### src/rtl/dram_port_arb_pkg.sv
// Shared encodings and default widths for the DRAM port arbiter.
package dram_port_arb_pkg;

   typedef enum logic [1:0] {
      IDLE  = 2'd0,
      OWN_A = 2'd1,
      OWN_B = 2'd2
   } state_t;

   localparam logic OWNER_A = 1'b0;
   localparam logic OWNER_B = 1'b1;

   localparam int DEF_ADDR_W = 16;
   localparam int DEF_DATA_W = 8;

endpackage

### src/rtl/dram_port_arb_if.sv
// Requester, DRAM and status signals of the arbiter bundled as one interface.
// DRAM_ARB_STATS_EN adds the wait counters and their clear.
interface dram_port_arb_if
   import dram_port_arb_pkg::*;
#(
   parameter int ADDR_W = DEF_ADDR_W,
   parameter int DATA_W = DEF_DATA_W
) ();

   logic              a_req, a_we, a_gnt, a_rvalid;
   logic [ADDR_W-1:0] a_addr;
   logic [DATA_W-1:0] a_din, a_dout;

   logic              b_req, b_we, b_gnt, b_rvalid;
   logic [ADDR_W-1:0] b_addr;
   logic [DATA_W-1:0] b_din, b_dout;

   logic              mem_we;
   logic [ADDR_W-1:0] mem_addr;
   logic [DATA_W-1:0] mem_di, mem_do;
   logic              busy;

`ifdef DRAM_ARB_STATS_EN
   logic              stats_clr;
   logic [15:0]       a_wait_cnt, b_wait_cnt;
`endif

   modport slave (
`ifdef DRAM_ARB_STATS_EN
      input  stats_clr,
      output a_wait_cnt, b_wait_cnt,
`endif
      input  a_req, a_we, a_addr, a_din,
      input  b_req, b_we, b_addr, b_din,
      input  mem_do,
      output a_gnt, a_rvalid, a_dout,
      output b_gnt, b_rvalid, b_dout,
      output mem_we, mem_addr, mem_di, busy
   );

   modport master (
`ifdef DRAM_ARB_STATS_EN
      output stats_clr,
      input  a_wait_cnt, b_wait_cnt,
`endif
      output a_req, a_we, a_addr, a_din,
      output b_req, b_we, b_addr, b_din,
      output mem_do,
      input  a_gnt, a_rvalid, a_dout,
      input  b_gnt, b_rvalid, b_dout,
      input  mem_we, mem_addr, mem_di, busy
   );

endinterface

### src/rtl/dram_arb_rdpipe.sv
// Per-port read return: remembers a fired read for one cycle and gates DRAM data.
module dram_arb_rdpipe #(
   parameter int DATA_W = 8
) (
   input  logic              clk,
   input  logic              rst,
   input  logic              fire_rd,
   input  logic [DATA_W-1:0] mem_do,
   output logic              rvalid,
   output logic [DATA_W-1:0] dout
);

   logic rd_pend;

   always_ff @(posedge clk or negedge rst) begin
      if (!rst) rd_pend <= 1'b0;
      else      rd_pend <= fire_rd;
   end

   assign rvalid = rd_pend;
   assign dout   = rd_pend ? mem_do : '0;

endmodule

### src/rtl/dram_port_arb.sv
// Registered-grant, burst-capped round-robin arbiter for the single-port DRAM.
// DRAM_ARB_STATS_EN adds per-port saturating wait-cycle counters.
module dram_port_arb
   import dram_port_arb_pkg::*;
#(
   parameter int ADDR_W    = DEF_ADDR_W,
   parameter int DATA_W    = DEF_DATA_W,
   parameter int MAX_BURST = 16
) (
   input  logic            clk,
   input  logic            rst,
   dram_port_arb_if.slave  bus
);

   localparam int             BW         = (MAX_BURST > 1) ? $clog2(MAX_BURST) : 1;
   localparam logic [BW-1:0]  BURST_LAST = BW'(MAX_BURST - 1);

   state_t        state;
   logic          last_owner;
   logic [BW-1:0] burst_cnt;
   logic          a_gnt_q, b_gnt_q;
   logic          fire_a, fire_b, cap;

   assign fire_a = a_gnt_q & bus.a_req;
   assign fire_b = b_gnt_q & bus.b_req;
   assign cap    = (burst_cnt == BURST_LAST);

   // Grants are registered alongside the state so they never glitch or overlap.
   always_ff @(posedge clk or negedge rst) begin
      if (!rst) begin
         state      <= IDLE;
         last_owner <= OWNER_B;
         burst_cnt  <= '0;
         a_gnt_q    <= 1'b0;
         b_gnt_q    <= 1'b0;
      end else begin
         case (state)
            IDLE: begin
               burst_cnt <= '0;
               if (bus.a_req && (!bus.b_req || last_owner == OWNER_B)) begin
                  state <= OWN_A; a_gnt_q <= 1'b1; last_owner <= OWNER_A;
               end else if (bus.b_req) begin
                  state <= OWN_B; b_gnt_q <= 1'b1; last_owner <= OWNER_B;
               end
            end
            OWN_A: begin
               if (bus.a_req && !(cap && bus.b_req)) begin
                  burst_cnt <= burst_cnt + 1'b1;
               end else begin
                  burst_cnt <= '0;
                  a_gnt_q   <= 1'b0;
                  if (bus.b_req) begin
                     state <= OWN_B; b_gnt_q <= 1'b1; last_owner <= OWNER_B;
                  end else begin
                     state <= IDLE;
                  end
               end
            end
            OWN_B: begin
               if (bus.b_req && !(cap && bus.a_req)) begin
                  burst_cnt <= burst_cnt + 1'b1;
               end else begin
                  burst_cnt <= '0;
                  b_gnt_q   <= 1'b0;
                  if (bus.a_req) begin
                     state <= OWN_A; a_gnt_q <= 1'b1; last_owner <= OWNER_A;
                  end else begin
                     state <= IDLE;
                  end
               end
            end
            default: begin
               state     <= IDLE;
               burst_cnt <= '0;
               a_gnt_q   <= 1'b0;
               b_gnt_q   <= 1'b0;
            end
         endcase
      end
   end

   assign bus.a_gnt = a_gnt_q;
   assign bus.b_gnt = b_gnt_q;
   assign bus.busy  = (state != IDLE);

   always_comb begin
      bus.mem_we   = 1'b0;
      bus.mem_addr = {ADDR_W{1'b0}};
      bus.mem_di   = {DATA_W{1'b0}};
      if (fire_a) begin
         bus.mem_we = bus.a_we; bus.mem_addr = bus.a_addr; bus.mem_di = bus.a_din;
      end else if (fire_b) begin
         bus.mem_we = bus.b_we; bus.mem_addr = bus.b_addr; bus.mem_di = bus.b_din;
      end
   end

   // Read data follows the requester that issued it, even across an ownership change.
   dram_arb_rdpipe #(.DATA_W(DATA_W)) u_rd_a (
      .clk(clk), .rst(rst), .fire_rd(fire_a & ~bus.a_we), .mem_do(bus.mem_do),
      .rvalid(bus.a_rvalid), .dout(bus.a_dout)
   );

   dram_arb_rdpipe #(.DATA_W(DATA_W)) u_rd_b (
      .clk(clk), .rst(rst), .fire_rd(fire_b & ~bus.b_we), .mem_do(bus.mem_do),
      .rvalid(bus.b_rvalid), .dout(bus.b_dout)
   );

`ifdef DRAM_ARB_STATS_EN
   logic [15:0] a_wait_q, b_wait_q;

   always_ff @(posedge clk or negedge rst) begin
      if (!rst) begin
         a_wait_q <= '0;
         b_wait_q <= '0;
      end else if (bus.stats_clr) begin
         a_wait_q <= '0;
         b_wait_q <= '0;
      end else begin
         if (bus.a_req && !a_gnt_q && a_wait_q != 16'hFFFF) a_wait_q <= a_wait_q + 16'd1;
         if (bus.b_req && !b_gnt_q && b_wait_q != 16'hFFFF) b_wait_q <= b_wait_q + 16'd1;
      end
   end

   assign bus.a_wait_cnt = a_wait_q;
   assign bus.b_wait_cnt = b_wait_q;
`endif

endmodule

### src/flat_wrapper.sv
// flat-port wrapper written by rule: the top's interface ports become plain ports
module dram_port_arb_flat import dram_port_arb_pkg::*;
#(
   parameter int ADDR_W    = DEF_ADDR_W,
   parameter int DATA_W    = DEF_DATA_W,
   parameter int MAX_BURST = 16
)
  (clk, rst, bus_a_req, bus_a_we, bus_a_addr, bus_a_din, bus_b_req, bus_b_we, bus_b_addr, bus_b_din, bus_mem_do, bus_a_gnt, bus_a_rvalid, bus_a_dout, bus_b_gnt, bus_b_rvalid, bus_b_dout, bus_mem_we, bus_mem_addr, bus_mem_di, bus_busy);
  dram_port_arb_if #(.ADDR_W(ADDR_W), .DATA_W(DATA_W)) bus_i ();
  input  logic clk;
  input  logic rst;
  input wire logic [$bits(bus_i.a_req)-1:0] bus_a_req;
  input wire logic [$bits(bus_i.a_we)-1:0] bus_a_we;
  input wire logic [$bits(bus_i.a_addr)-1:0] bus_a_addr;
  input wire logic [$bits(bus_i.a_din)-1:0] bus_a_din;
  input wire logic [$bits(bus_i.b_req)-1:0] bus_b_req;
  input wire logic [$bits(bus_i.b_we)-1:0] bus_b_we;
  input wire logic [$bits(bus_i.b_addr)-1:0] bus_b_addr;
  input wire logic [$bits(bus_i.b_din)-1:0] bus_b_din;
  input wire logic [$bits(bus_i.mem_do)-1:0] bus_mem_do;
  output wire logic [$bits(bus_i.a_gnt)-1:0] bus_a_gnt;
  output wire logic [$bits(bus_i.a_rvalid)-1:0] bus_a_rvalid;
  output wire logic [$bits(bus_i.a_dout)-1:0] bus_a_dout;
  output wire logic [$bits(bus_i.b_gnt)-1:0] bus_b_gnt;
  output wire logic [$bits(bus_i.b_rvalid)-1:0] bus_b_rvalid;
  output wire logic [$bits(bus_i.b_dout)-1:0] bus_b_dout;
  output wire logic [$bits(bus_i.mem_we)-1:0] bus_mem_we;
  output wire logic [$bits(bus_i.mem_addr)-1:0] bus_mem_addr;
  output wire logic [$bits(bus_i.mem_di)-1:0] bus_mem_di;
  output wire logic [$bits(bus_i.busy)-1:0] bus_busy;
  assign bus_i.a_req = bus_a_req;
  assign bus_i.a_we = bus_a_we;
  assign bus_i.a_addr = bus_a_addr;
  assign bus_i.a_din = bus_a_din;
  assign bus_i.b_req = bus_b_req;
  assign bus_i.b_we = bus_b_we;
  assign bus_i.b_addr = bus_b_addr;
  assign bus_i.b_din = bus_b_din;
  assign bus_i.mem_do = bus_mem_do;
  assign bus_a_gnt = bus_i.a_gnt;
  assign bus_a_rvalid = bus_i.a_rvalid;
  assign bus_a_dout = bus_i.a_dout;
  assign bus_b_gnt = bus_i.b_gnt;
  assign bus_b_rvalid = bus_i.b_rvalid;
  assign bus_b_dout = bus_i.b_dout;
  assign bus_mem_we = bus_i.mem_we;
  assign bus_mem_addr = bus_i.mem_addr;
  assign bus_mem_di = bus_i.mem_di;
  assign bus_busy = bus_i.busy;
  dram_port_arb #(.ADDR_W(ADDR_W), .DATA_W(DATA_W), .MAX_BURST(MAX_BURST)) u_core (.clk(clk), .rst(rst), .bus(bus_i));
endmodule
### config.mk
export PLATFORM = sky130hd
export DESIGN_NAME = dram_port_arb_flat
export DESIGN_NICKNAME = d
export VERILOG_FILES = /design/src/rtl/dram_port_arb_pkg.sv /design/src/rtl/dram_port_arb_if.sv /design/src/rtl/dram_arb_rdpipe.sv /design/src/rtl/dram_port_arb.sv /design/src/flat_wrapper.sv
export SDC_FILE = /design/constraint.sdc
export NUM_CORES = 1
export LEC_CHECK = 0
export CAP_MARGIN = 20
export CORE_UTILIZATION = 30
export CTS_CLUSTER_DIAMETER = 50
export CTS_CLUSTER_SIZE = 40
export DETAILED_ROUTE_END_ITERATION = 7
export HOLD_SLACK_MARGIN = 0.02
export PLACE_DENSITY = 0.91
export RECOVER_POWER = 25
export SLEW_MARGIN = 0
export SYNTH_ARGS = -nofsm -noshare
export SYNTH_HDL_FRONTEND = slang
export SYNTH_HIERARCHICAL = 1
export SYNTH_SLANG_ARGS = --single-unit
### constraint.sdc
create_clock -name clk -period 4.1 [get_ports clk]
set_clock_uncertainty 0.2 [all_clocks]
set_input_delay 1.23 -clock clk [delete_from_list [all_inputs] [get_ports clk]]
set_output_delay 1.23 -clock clk [all_outputs]
set_load 0.005 [all_outputs]
==> reports/qor.csv, run 1 <==
stage,metric,value,unit
drt,drt-total-wl,4080,um
clock_network,clk-insertion-delay-late,0.27,ns
die,coreArea,0.00308,mm^2
critical_path,r2r_start,u_core/state[1]$_DFFE_PN0P_,
power_and_ir_drop,p_sw,0.304,mW
synth,syn_avg_cell_area,9.38,um^2
timing,worst_slack,0.0245,ns
placement,placed_area,0.00213,mm^2
hold_path,holdPathStages,1,
power_and_ir_drop,internal_power,0.570,mW
placement,place_hpwl,3400,um
timing,post-route-period-util,99.4,%
die,row_count,20,
critical_path,crit_type,in -> out,
clock_network,clock-sinks,11,
drt,drc,0,
synth,yosysWarnings,6,
global_routing,grt-ovfl-total,0,
hold_path,hold_start,u_core/burst_cnt[0]$_DFF_PN0_,
timing,rsz0062_at_grt,yes,
cells_and_area,finalInstanceArea,0.00223,mm^2
critical_path,r2r-end,u_core/bus.b_gnt$_DFFE_PN0P_,
global_routing,grt_first_pass_wirelength,5970,um
synth,postSynthCellCount,105,
power_and_ir_drop,p_total,0.873,mW
timing,setup_violations,0,
drt,drt-initial-drc-count,44,
power_and_ir_drop,switching_share,34.8,%
timing,hold_viol_final,0,
clock_network,postCtsHoldBufs,0,
timing,relSlewSlack,67.6,%
power_and_ir_drop,ir_worst_vdd,0.316,mV
power_and_ir_drop,p_comb_share,71.8,%
die,fp.dieW,59.3,um
clock_network,cts_tree,done,
critical_path,crit_path_end_kind,output port,
synth,synthesis.nets,172,
hold_path,hold_path_class,reg -> reg,
synth,synth_cell_types,26,
cells_and_area,syn2layout_area_growth,126,%
critical_path,crit_path_start_kind,primary input,
die,io-pin-count,108,
critical_path,r2r_slack,2.08,ns
clock_network,clkTransAtPathRegs,0.06,ns
die,die_area,0.00352,mm^2
cells_and_area,final_nets,286,
outcome,status,"complete, no violations",
synth,yosysSeqAreaShare,28.1,%
critical_path,cp.required,2.67,ns
synth,syn_area,985,um^2
drt,postRouteAntennaNets,0,
power_and_ir_drop,powerDensity,392,mW/mm^2
global_routing,grt_max_degree,20,
drt,firstDrtPassIters,4,
timing,drv_slew,0,
cells_and_area,diodes,0,
placement,dp_cells,256,
placement,place_ws,-0.215,ns
flow_run,maxCapViolCount,0,
placement,port_buffers,107,
clock_network,clk_path_buf_depth,2,
global_routing,grt_pass1_vias,1255,
hold_path,worstHoldEndpoint,u_core/burst_cnt[0]$_DFF_PN0_,
power_and_ir_drop,pwr-share-seq,20.0,%
clock_network,htreeDepth,1,
cells_and_area,layout.cells.non_filler,262,
drt,routed_via_density,4.86,
critical_path,cp_data_arrival_time,2.65,ns
synth,ys_seq_elements,11,
placement,gp_congestion,0.811,
drt,vias,1274,
power_and_ir_drop,leakagePower,1.13,nW
global_routing,grt_antenna_before_repair,0,
cells_and_area,drive_above_1_share,9.63,%
drt,wl_per_cell,15.6,um
timing,fin_crit,4.08,ns
clock_network,numCtsBuffers,3,
die,start_util,32.0,%
critical_path,reg2reg_depth,6,
critical_path,worstPathMaxFanout,5,
power_and_ir_drop,p_clk_share,8.3,%
timing,tightest_slew,0.484,ns
timing,timing.fmax,0.245,GHz
cells_and_area,num-fill-cells,232,
clock_network,clock-root-buffer,clkbuf_4,
global_routing,grtUsageTotal,22.9,%
die,dieHeight,59.3,um
## routing by layer
metal / vias to the layer above / track usage [%] / share of wire, %
li1: 619 / - / -
met1: 590 / 25.1 / 40
met2: 57 / 43.0 / 52
met3: 8 / 5.68 / 6.3
met4: 0 / 6.12 / 1.7
met5: - / 0 / 0
## state kept, by name (all words and copies together), names as in the netlist
signal,cells
u_core/bus.b_gnt,1
u_core/last_owner,1
u_core/bus.a_gnt,1
u_core/burst_cnt,4
u_core/u_rd_a/rvalid,1
u_core/state,2
u_core/u_rd_b/rvalid,1
## cells by family after synthesis
family | count (synthesis) | share of synthesized area [%]
AOI/OAI and AO/OA | 41 | 36.6
and+or+nand+nor | 32 | 18.9
buffers and inverters | 13 | 6.73
DFF | 11 | 28.1
adders and majority gates | 5 | 6.35
xor gates and xnor gates | 2 | 1.78
muxes | 1 | 1.52
## critical path, cell delays in order
cell and delay, ns:
dlygate4sd2_1 0.26, and2_4 0.16, nor2_4 0.18, buf_4 0.16, a22o_1 0.12, clkdlybuf4s50_1 0.53
## worst max path at each step
| stage | from | cells past startpoint | endpoint |
|---|---|---|---|
| floorplan | bus_a_req | 5 | bus_mem_addr[0] |
| global placement | bus_a_req | 5 | bus_mem_addr[6] |
| detailed placement | bus_a_req | 5 | bus_mem_addr[5] |
| CTS | bus_a_req | 6 | bus_mem_di[7] |
| global route | bus_a_req | 6 | bus_mem_addr[13] |
| finish | bus_a_req | 6 | bus_mem_addr[13] |
## cells in the mapped netlist, drive strengths merged
library cell / n / area (um^2)
a22o: 26 / 236
and2: 17 / 106
dfrtp: 10 / 250
inv: 7 / 26.3
buf: 6 / 40.0
a21oi: 5 / 25.0
ha: 5 / 62.6
nor2: 5 / 26.3
nand2: 4 / 15.0
a311oi: 2 / 17.5
nand3: 2 / 10.0
o21ai: 2 / 10.0
o32a: 2 / 22.5
o41ai: 2 / 17.5
xor2: 2 / 17.5
a211oi: 1 / 12.5
a21boi: 1 / 18.8
and3: 1 / 6.26
and4: 1 / 11.3
dfstp: 1 / 26.3
mux2: 1 / 15.0
nor2b: 1 / 6.26
nor3: 1 / 5.00
## what timing repair did
action | 4_1_cts | 5_1_grt
gates cloned | 1 | 0
setup endpoints to repair | 25 | 20
resized for setup | 5 | 15
setup buffers | 1 | 0
## cells in the final DEF, fill, tap and decap left out, types with 2 or more instances in the layout
master | Yosys | layout
inv_1 | 7 | 7
clkbuf_4 | 0 | 3
and2_1 | 17 | 16
dfrtp_1 | 10 | 10
clkdlybuf4s50_1 | 0 | 89
nand3_1 | 2 | 2
dlymetal6s2s_1 | 0 | 14
nor2_1 | 4 | 4
buf_4 | 0 | 5
nand2_1 | 4 | 3
a22o_1 | 25 | 25
dlygate4sd3_1 | 0 | 2
o41ai_1 | 2 | 2
xor2_1 | 2 | 2
ha_1 | 5 | 5
o21ai_0 | 2 | 2
o32a_2 | 2 | 2
a21oi_1 | 5 | 5
dlygate4sd2_1 | 0 | 2
a311oi_1 | 2 | 2
## power groups by stage
stage               Combinational (mW)  Clock, mW  Sequential [mW]
CTS                              0.640     0.0763            0.174
global placement                 0.593          0            0.173
global route                     0.671     0.0839            0.180
floorplan                        0.287          0            0.169
finish                           0.627     0.0721            0.174
detailed placement               0.607          0            0.175
## area by class of cell
type                            instances  area, um^2  share of cell area (%)
Clock buffer                            4        26.3                    1.18
Inverter                                7        26.3                    1.18
Multi-Input combinational cell         81         644                    28.9
Sequential cell                        11         277                    12.4
Tap cell                               44        55.1                    2.47
Timing Repair Buffer                  115        1200                    53.8
## per-stage QoR
| stage | hold WS (ns) | setup TNS, ns | util [%] |
|---|---|---|---|
| global route | 0.306 | -0.0242 | 72.4 |
| floorplan | 0.232 | 0 | - |
| global placement | 0.248 | -4.20 | 69.1 |
| CTS | 0.270 | -0.0670 | 71.5 |
| detailed placement | 0.261 | -4.53 | 69.1 |
| finish | 0.265 | 0 | 72.4 |
Note: power is estimated with default switching activity, not from simulation.
==> run 2: changes to the inputs <==
--- a/config.mk
+++ b/config.mk
@@ -5,7 +5,6 @@
 export SDC_FILE = /design/constraint.sdc
 export NUM_CORES = 1
 export LEC_CHECK = 0
-export CAP_MARGIN = 20
 export CORE_UTILIZATION = 30
 export CTS_CLUSTER_DIAMETER = 50
 export CTS_CLUSTER_SIZE = 40
@@ -13,7 +12,6 @@
 export HOLD_SLACK_MARGIN = 0.02
 export PLACE_DENSITY = 0.91
 export RECOVER_POWER = 25
-export SLEW_MARGIN = 0
 export SYNTH_ARGS = -nofsm -noshare
 export SYNTH_HDL_FRONTEND = slang
 export SYNTH_HIERARCHICAL = 1
==> results of run 2 <==
Same layout as run 1: the final DEF is identical, and so are final timing and power.
==> run 3: changes to the inputs <==
--- a/config.mk
+++ b/config.mk
@@ -5,6 +5,7 @@
 export SDC_FILE = /design/constraint.sdc
 export NUM_CORES = 1
 export LEC_CHECK = 0
+export CORE_MARGIN = 2
 export CORE_UTILIZATION = 30
 export CTS_CLUSTER_DIAMETER = 50
 export CTS_CLUSTER_SIZE = 40
==> run 3 against run 2 <==
Compared with the run above: clock power fell by 2%; non-clock buffer count did not move; power rose by 1.9%; critical endpoint is now bus_mem_addr[11]; largest cell class unchanged.
==> reports/qor.csv, run 3 (synthesized netlist as in run 1, its figures left out) <==
stage,metric,value,unit,change
outcome,status,"complete, no violations",,
clock_network,postCtsHoldBufs,0,,unchanged
cells_and_area,finalInstanceArea,0.00221,mm^2,-0.73%
drt,drc,0,,unchanged
global_routing,grt-ovfl-total,0,,unchanged
power_and_ir_drop,internal_power,0.585,mW,+2.8%
drt,drt-initial-drc-count,74,,+68%
cells_and_area,drive_above_1_share,9.63,%,unchanged
clock_network,clock-sinks,11,,unchanged
drt,wl_per_cell,17.2,um,+10%
critical_path,worstPathMaxFanout,7,,+2
critical_path,max_stage_delay,0.52,ns,about the same
clock_network,clkTransAtPathRegs,0.06,ns,about the same
global_routing,grtUsageTotal,21.2,%,-1.6 points
flow_run,maxCapViolCount,0,,unchanged
power_and_ir_drop,p_comb_share,72.3,%,+0.5 points
global_routing,busiest_layer,met2,,
cells_and_area,top_register,u_core/burst_cnt,,
cells_and_area,diodes,0,,unchanged
power_and_ir_drop,switching_share,34.2,%,-0.55 points
global_routing,use_met3,5.46,%,-0.21 points
critical_path,reg2reg_depth,6,,unchanged
critical_path,crit_chain,dlygate4sd2_1 > and2_4 > nor2_4 > buf_12 > a22o_1 > clkdlybuf4s50_1,,
die,row_count,20,,unchanged
die,die_area,0.00376,mm^2,+6.9%
timing,setup_violations,0,,unchanged
timing,fin_crit,4.06,ns,-0.0161 ns
clock_network,clock-root-buffer,clkbuf_4,,
timing,hold_viol_final,0,,unchanged
power_and_ir_drop,p_sw,0.304,mW,+0.31%
die,start_util,32.0,%,unchanged
critical_path,worst_path_max_delay_cell,clkdlybuf4s50_1,,
critical_path,r2r-end,u_core/last_owner$_DFFE_PN1P_,,
critical_path,cp-startpoint,bus_a_req,,
critical_path,crit_path_start_kind,primary input,,
timing,post-route-period-util,99.0,%,-0.39 points
placement,gp_congestion,0.866,,+6.8%
cells_and_area,final_nets,286,,unchanged
timing,relSlewSlack,66.9,%,-0.74 points
power_and_ir_drop,p_total,0.890,mW,+1.9%
clock_network,numCtsBuffers,3,,unchanged
cells_and_area,finish.utilization,71.9,%,-0.53 points
placement,placed_area,0.00212,mm^2,-0.35%
cells_and_area,mostFrequentLayoutCell,clkdlybuf4s50_1,,
cells_and_area,syn2layout_area_growth,125,%,
critical_path,cp.required,2.67,ns,about the same
power_and_ir_drop,p_clk_share,8.0,%,-0.3 points
clock_network,htreeDepth,1,,unchanged
cells_and_area,mostFrequentLayoutCells,"96 x clkdlybuf4s50_1, 25 x a22o_1, 16 x and2_1",,
placement,dp_cells,255,,-0.39%
critical_path,crit_family,buffers and inverters,,
global_routing,grt_antenna_before_repair,0,,unchanged
die,io-pin-count,108,,unchanged
timing,drv_slew,0,,unchanged
critical_path,cp_data_arrival_time,2.63,ns,-0.02 ns
die,dieHeight,61.3,um,+3.4%
power_and_ir_drop,pwr-share-seq,19.7,%,-0.3 points
critical_path,r2r_start,u_core/state[0]$_DFFE_PN0P_,,
global_routing,grt_use_met2,40.7,%,-2.3 points
critical_path,crit_cells,6,,unchanged
clock_network,clk_path_buf_depth,2,,unchanged
power_and_ir_drop,powerDensity,402,mW/mm^2,+2.7%
global_routing,use_met1,23.7,%,-1.4 points
cells_and_area,layout.cells.non_filler,262,,unchanged
drt,postRouteAntennaNets,0,,unchanged
clock_network,clk-insertion-delay-late,0.26,ns,about the same
drt,routed_via_density,4.93,,+1.3%
drt,firstDrtPassIters,4,,unchanged
die,coreArea,0.00308,mm^2,unchanged
global_routing,grt_first_pass_wirelength,5860,um,-1.8%
critical_path,crit_path_end_kind,output port,,
timing,tightest_slew,0.495,ns,+0.0111 ns
hold_path,hold_path_class,reg -> reg,,
global_routing,grt_pass1_vias,1185,,-5.6%
global_routing,grt_max_degree,15,,-25%
placement,port_buffers,107,,unchanged
timing,timing.fmax,0.246,GHz,+0.40%
critical_path,r2r_slack,2.09,ns,about the same
critical_path,cp-endpoint,bus_mem_addr[11],,
placement,place_hpwl,3600,um,+5.9%
power_and_ir_drop,leakagePower,0.961,nW,-15%
power_and_ir_drop,ir_worst_vdd,0.252,mV,-20%
drt,drt-total-wl,4500,um,+10%
clock_network,cts_tree,done,,
critical_path,path_buf_inv,3,,unchanged
cells_and_area,reg_top3,"u_core/burst_cnt: 4 flops, u_core/state: 2 flops",,
cells_and_area,largest_reg_flops,4,,unchanged
die,fp.dieW,61.3,um,+3.4%
drt,vias,1291,,+1.3%
critical_path,crit_type,in -> out,,
-- run 3: changes by cell type in the layout (fill, tap and decap cells not counted) --
cell,before,now
and4_1,1,0
dlymetal6s2s_1,14,1
bufbuf_16,0,1
buf_4,5,3
dlygate4sd2_1,2,8
clkbuf_1,1,2
clkdlybuf4s50_1,89,96
and4_4,0,1
-- run 3: worst min-delay path by stage --
stage	start	end	slack (ns)	depth (start not counted)
after floorplan	u_core/burst_cnt[0]$_DFF_PN0_	u_core/burst_cnt[0]$_DFF_PN0_	0.23	1
after global placement	u_core/burst_cnt[0]$_DFF_PN0_	u_core/burst_cnt[0]$_DFF_PN0_	0.25	1
after detailed placement	u_core/burst_cnt[0]$_DFF_PN0_	u_core/burst_cnt[0]$_DFF_PN0_	0.27	1
after CTS	u_core/burst_cnt[0]$_DFF_PN0_	u_core/burst_cnt[0]$_DFF_PN0_	0.28	1
after global routing	u_core/burst_cnt[0]$_DFF_PN0_	u_core/burst_cnt[0]$_DFF_PN0_	0.30	1
final	u_core/burst_cnt[0]$_DFF_PN0_	u_core/burst_cnt[0]$_DFF_PN0_	0.29	1
-- run 3: metal layers --
metal | share of wire, % | vias up
li1 | - | 624
met1 | 36 | 602
met2 | 55 | 59
met3 | 7.8 | 6
met4 | 1.4 | 0
met5 | 0 | -
-- run 3: area by class of cell --
cell class | count | area, um^2
Inverter | 7 | 26.3
Sequential cell | 11 | 277
Tap cell | 44 | 55.1
Multi-Input combinational cell | 81 | 647
Fill cell | 242 | 866
Timing Repair Buffer | 115 | 1180
Clock buffer | 4 | 26.3
-- run 3: through the flow --
stage          setup TNS (ns)  setup slack (ns)  hold slack, ns
2_1_floorplan               0             0.668           0.232
3_3_place_gp            -3.61            -0.163           0.247
3_5_place_dp            -3.72            -0.175           0.272
4_1_cts                     0           0.00188           0.280
5_1_grt               -0.0118          -0.00591           0.297
6_report                    0            0.0406           0.294
-- run 3: worst reg2reg max path, delay by kind of cell (launching register included) --
| family | cells | cell delay [ns] |
|---|---|---|
| flops | 1 | 0.39 |
| compound gates | 3 | 0.68 |
| mux | 1 | 0.32 |
| buf+inv | 1 | 0.08 |
| fa+ha+maj | 1 | 0.28 |
-- run 3: power by group through the flow --
| stage | sequential, mW | clock [mW] | combinational [mW] |
|---|---|---|---|
| finish | 0.176 | 0.0709 | 0.643 |
| global route | 0.180 | 0.0781 | 0.685 |
| CTS | 0.175 | 0.0739 | 0.639 |
| detailed placement | 0.176 | 0 | 0.602 |
| global placement | 0.175 | 0 | 0.593 |
| floorplan | 0.169 | 0 | 0.287 |
-- run 3: timing repair --
action	in CTS	in global routing
cloned	2	0
buffers inserted	0	1
resized for setup	12	1
setup endpoints to repair	25	14
pin swaps	0	1
